## config.mk

```make
export PLATFORM = sky130hd
export DESIGN_NAME = regs
export DESIGN_NICKNAME = d
export VERILOG_FILES = /design/src/rtl/regs_pkg.sv /design/src/rtl/regs.sv
export SDC_FILE = /design/constraint.sdc
export NUM_CORES = 2
export LEC_CHECK = 0
export CAP_MARGIN = 20
export CORE_MARGIN = 4
export CORE_UTILIZATION = 40
export DETAILED_ROUTE_END_ITERATION = 10
export PLACE_DENSITY_LB_ADDON = 0.3
export SYNTH_ARGS = -nofsm -noshare
export SYNTH_HDL_FRONTEND = slang
export SYNTH_SLANG_ARGS = --single-unit
```

## constraint.sdc

```tcl
create_clock -name clk -period 3.16 [get_ports clk]
set_clock_uncertainty 0.05 [all_clocks]
set_input_delay 0.632 -clock clk [delete_from_list [all_inputs] [get_ports clk]]
set_output_delay 0.632 -clock clk [all_outputs]
set_load 0.02 [all_outputs]
```

## src/rtl/regs_pkg.sv

```systemverilog
// Shared widths, constants and debug FSM encoding for the tc_l1 register file.
// Also holds the read-port bypass select used by both read ports and the debug path.
package regs_pkg;

  localparam int RegBus     = 32;
  localparam int RegAddrBus = 5;
  localparam int RegNum     = 32;

  localparam logic                  WriteEnable = 1'b1;
  localparam logic [RegBus-1:0]     ZeroWord    = '0;
  localparam logic [RegAddrBus-1:0] ZeroReg     = '0;

  typedef enum logic {
    DbgIdle = 1'b0,
    DbgAck  = 1'b1
  } dbg_state_e;

  // x0 reads as zero; otherwise the committing write wins over the stored value.
  function automatic logic [RegBus-1:0] bypass_sel(
    input logic [RegAddrBus-1:0] addr,
    input logic                  wr_hit,
    input logic [RegAddrBus-1:0] wr_addr,
    input logic [RegBus-1:0]     wr_data,
    input logic [RegBus-1:0]     arr_data
  );
    logic [RegBus-1:0] res;
    res = arr_data;
    if (addr == ZeroReg)
      res = ZeroWord;
    else if (wr_hit && (wr_addr == addr))
      res = wr_data;
    return res;
  endfunction

endpackage

```

## src/rtl/regs.sv

```systemverilog
// 32x32 GPR file: pipeline write port, two bypassed combinational read ports,
// and a single-outstanding debug req/ack port that yields to pipeline writes.
module regs
  import regs_pkg::*;
(
  input  logic                  clk,
  input  logic                  rst,
  input  logic                  reg_we_i,
  input  logic [RegAddrBus-1:0] reg_waddr_i,
  input  logic [RegBus-1:0]     reg_wdata_i,
  input  logic [RegAddrBus-1:0] raddr1_i,
  output logic [RegBus-1:0]     rdata1_o,
  input  logic [RegAddrBus-1:0] raddr2_i,
  output logic [RegBus-1:0]     rdata2_o,
  input  logic                  dbg_req_i,
  input  logic                  dbg_we_i,
  input  logic [RegAddrBus-1:0] dbg_addr_i,
  input  logic [RegBus-1:0]     dbg_wdata_i,
  output logic                  dbg_ack_o,
  output logic [RegBus-1:0]     dbg_rdata_o
);

  logic [RegNum-1:0][RegBus-1:0] mem_q;
  dbg_state_e                    state_q, state_d;
  logic [RegBus-1:0]             dbg_rdata_q, dbg_rdata_d;

  logic                  dbg_go;
  logic                  wr_en;
  logic                  wr_hit;
  logic [RegAddrBus-1:0] wr_addr;
  logic [RegBus-1:0]     wr_data;

  // A debug write only proceeds when the pipeline leaves the write port free.
  always_comb begin
    state_d = state_q;
    dbg_go  = 1'b0;
    case (state_q)
      DbgIdle: begin
        if (dbg_req_i && (!dbg_we_i || (reg_we_i != WriteEnable))) begin
          dbg_go  = 1'b1;
          state_d = DbgAck;
        end
      end
      DbgAck:  state_d = DbgIdle;
      default: state_d = DbgIdle;
    endcase
  end

  always_comb begin
    wr_en   = 1'b0;
    wr_addr = reg_waddr_i;
    wr_data = reg_wdata_i;
    if (reg_we_i == WriteEnable) begin
      wr_en = 1'b1;
    end else if (dbg_go && dbg_we_i) begin
      wr_en   = 1'b1;
      wr_addr = dbg_addr_i;
      wr_data = dbg_wdata_i;
    end
    wr_hit = wr_en && (wr_addr != ZeroReg);
  end

  assign rdata1_o = bypass_sel(raddr1_i, wr_hit, wr_addr, wr_data, mem_q[raddr1_i]);
  assign rdata2_o = bypass_sel(raddr2_i, wr_hit, wr_addr, wr_data, mem_q[raddr2_i]);

  always_comb begin
    dbg_rdata_d = dbg_rdata_q;
    if (dbg_go && !dbg_we_i)
      dbg_rdata_d = bypass_sel(dbg_addr_i, wr_hit, wr_addr, wr_data, mem_q[dbg_addr_i]);
  end

  // Entry 0 is never written, so it stays at its reset value of zero.
  always_ff @(posedge clk) begin
    if (rst) begin
      for (int i = 0; i < RegNum; i++) mem_q[i] <= ZeroWord;
      state_q     <= DbgIdle;
      dbg_rdata_q <= ZeroWord;
    end else begin
      if (wr_hit) mem_q[wr_addr] <= wr_data;
      state_q     <= state_d;
      dbg_rdata_q <= dbg_rdata_d;
    end
  end

  assign dbg_ack_o   = (state_q == DbgAck);
  assign dbg_rdata_o = dbg_rdata_q;

endmodule

```

==> impl_metrics.yaml <==
status:
  outcome: "finished with violations"
  violations: "setup timing"
yosys:
  yosysSeqAreaShare_pct: 34.5
  synth_edf_count: 0
  synthCells: 5407
  synth_top_area_cell: "dfxtp_1"
  ys_types: 60
  netlist_top_cells_area: "dfxtp_1 (35%), mux4_2 (31%), a211oi_1 (13%)"
  syn-cell-area_sq_um: 61300
  syn_area_per_cell_sq_um: 11.3
  synth-main-ff-cell: "dfxtp_1"
  synth_nets: 5496
  synth_top_area_share_pct: 34.5
  synth_warnings: 0
  async_reset_ff_share_pct: 0
  synth_seq_cells: 1057
sta:
  max_slew.worst_pin.slew_ns: 1.09
  finalSetupViolCount: 64
  worst_slack_ns: -0.646
  max_freq_ghz: 0.263
  min_period_over_period_pct: 120
  slew_viol_final: 0
  relSlewSlack_pct: 27.6
  finalHoldViolCount: 0
  rsz0062_at_grt: "true"
  final.min_clock_period_ns: 3.81
  whs_ns: 0.296
worst_setup_path:
  path_buf_inv: 4
  crit_chain: "nor4bb_4, or4_4, a21oi_4, buf_12, buf_12, clkbuf_16, or4_4, a21oi_4, buf_6"
  path_delay_family: "simple AND/OR/NAND/NOR gates"
  cpPeakStageDelay_ns: 0.53
  end_kind: "output pin"
  slowest_stage: "or4_4"
  crit_fanout: 6
  cp-start-kind: "flop"
  required_ns: 2.48
  critPathKind: "reg2out"
  cp.arrival_ns: 3.12
grt:
  grt_pass1_vias: 49145
  grt_overflow_total: 0
  antenna_found_initial: 7
  grt_use_total_pct: 29.8
  grt_max_degree: 196
  grt_pass1_wl_microns: 351000
final_layout:
  final_common_cell: "dfxtp_1"
  drive_above_1_share_pct: 34.8
  final_cell_mix: "dfxtp_1 (1,056), nor2_1 (1,006), a211oi_1 (1,003)"
  syn_to_final_growth_pct: 22.1
  fillers: 13354
  final_area_sq_um: 74900
  final_nets: 5738
  seqCellArea_sq_um: 21200
  multi_input_area_sq_um: 37800
routing:
  dr_wl_met2_microns: 105000
  wl_met1_microns: 95000
  via_per_inst: 6.61
  drc: 0
  totalWireLength_microns: 242000
  drt_iter0_drc: 6675
  highest_layer: "met5"
  vias: 51358
  postRouteAntennaNets: 0
  dr.pass1.iters: 6
  drt-wirelength-per-cell_microns: 31.2
  met3_wirelength_microns: 29400
pwr:
  powerDensity_nw_per_um2: 437
  ir_drop_v: 0.000520
  power_leakage_nw: 24.4
die:
  rows: 143
  die_h_microns: 400
  start_util_pct: 40.3
  core_sq_um: 152000
  dieWidth_microns: 400
  num_io_pins: 186
  die_area_sq_um: 160000
placed_design:
  hpwl_microns: 160000
  gp_congestion: 0.905
  place_area_sq_um: 69300
  port_buffers: 185
clock_network:
  worstSkewPairLatency_ns: 0.75
  cts_root_buffer: "clkbuf_16"
  clk_path_buf_depth: 3
  cts_tree: "yes"
  clkTransAtPathRegs_ns: 0.06
  cts.sinks: 1057
  postCtsHoldBufs: 0
  htree_levels: 3
  cts_buffers: 113
run:
  drv_cap: 0
hold_path:
  hp-class: "in2reg"
-- layout make-up --
type	instances	share of cell area [%]
clock inverter	46	0.837
tap	2030	3.39
timing repair buffer	831	12.6
inverter	3	0.0217
multi-input combinational	3643	50.5
sequential	1057	28.3
clock buffer	156	4.34
antenna	5	0.0167
-- cell families (layout without fill, tap and decap cells) --
group,count (synthesis),in the layout,share of synthesized area (%)
other,0,5,0
xor gates and xnor gates,22,22,0.314
DFF,1057,1057,34.5
AOI/OAI and AO/OA,1328,1328,16.1
muxes,1082,1082,34.7
buffers and inverters,707,1036,6.05
and+or+nand+nor,1211,1211,8.29
-- metal layers --
metal  vias up  global-route usage (%)
met5         -                       0
met4         4                    14.1
met3       638                    7.38
met2      3151                    43.5
met1     25751                    41.4
li1      21814                       -
-- worst reg2reg max path, stage by stage, from the launching register on --
cell	delay [ns]
dfxtp_4	0.36
nand4bb_4	0.28
buf_4	0.22
buf_12	0.17
mux2_4	0.29
a21bo_4	0.31
nor2_8	0.36
buf_12	0.27
nor2_1	0.06
a211oi_1	0.27
-- synth_stat cells, types with 2 or more instances --
| library cell | count |
|---|---|
| buf_8 | 3 |
| clkbuf_1 | 225 |
| mux2i_1 | 221 |
| or3_1 | 2 |
| and2_1 | 13 |
| nor2_8 | 4 |
| a21oi_2 | 4 |
| o21ai_0 | 3 |
| buf_2 | 301 |
| a2111oi_0 | 2 |
| or4_1 | 11 |
| buf_6 | 34 |
| nand3b_1 | 5 |
| nor3_1 | 7 |
| xor2_1 | 15 |
| mux4_2 | 831 |
| buf_1 | 38 |
| a21oi_1 | 53 |
| nand3_1 | 14 |
| a21bo_4 | 2 |
| inv_1 | 2 |
| a22oi_1 | 12 |
| buf_4 | 103 |
| nand2b_1 | 25 |
| or2_2 | 4 |
| o22ai_1 | 87 |
| xnor2_1 | 7 |
| nor2b_1 | 47 |
| a221o_1 | 20 |
| mux2_2 | 28 |
| nand2_1 | 44 |
| dfxtp_1 | 1057 |
| o221ai_1 | 55 |
| a211oi_1 | 1079 |
| nor3_2 | 3 |
| nor2_4 | 11 |
| nor2_1 | 1012 |
-- through the flow --
step	std cells	setup WS [ns]	power (mW)	TNS, ns	utilization [%]
final	7771	-0.646	32.7	-27.53	49.2
after global routing	7766	-0.644	33.5	-31.65	49.2
after CTS	7742	-0.619	32.6	-31.97	48.7
after detailed placement	7504	-1.18	18.5	-199.10	45.6
after global placement	7504	-1.10	18.5	-172.07	45.6
after floorplan	5407	-0.0274	16.6	-0.0347	-
-- power by group --
| group | switching, mW | leakage (nW) | internal, mW |
|---|---|---|---|
| sequential | 0.209 | 8.53 | 13.6 |
| combinational | 2.78 | 14.0 | 2.03 |
| clock | 5.87 | 1.92 | 8.28 |
-- worst paths after layout --
path	cells after the start	slack, ns	startpoint	end
max	9	-0.65	dbg_ack_o	rdata2_o[10]
min	2	0.30	rst	mem_q[756]
max reg2reg	9	0.42	dbg_ack_o	mem_q[642]
min reg2reg	2	0.42	dbg_rdata_o[23]	dbg_rdata_o[23]
-- timing repair --
| action | in CTS | in global routing |
|---|---|---|
| pin swaps | 50 | 50 |
| resized for setup | 306 | 109 |
| hold endpoints to repair | 0 | 0 |
| endpoints found under the setup margin | 64 | 64 |
| gates cloned | 3 | 3 |
| setup buffers | 38 | 31 |
-- sequential cells by signal, summed over array words and instances, names as in the netlist --
name	cells
dbg_rdata_o	32
dbg_ack_o	1
mem_q	1024
No activity file was read; power rests on OpenSTA's default activity.
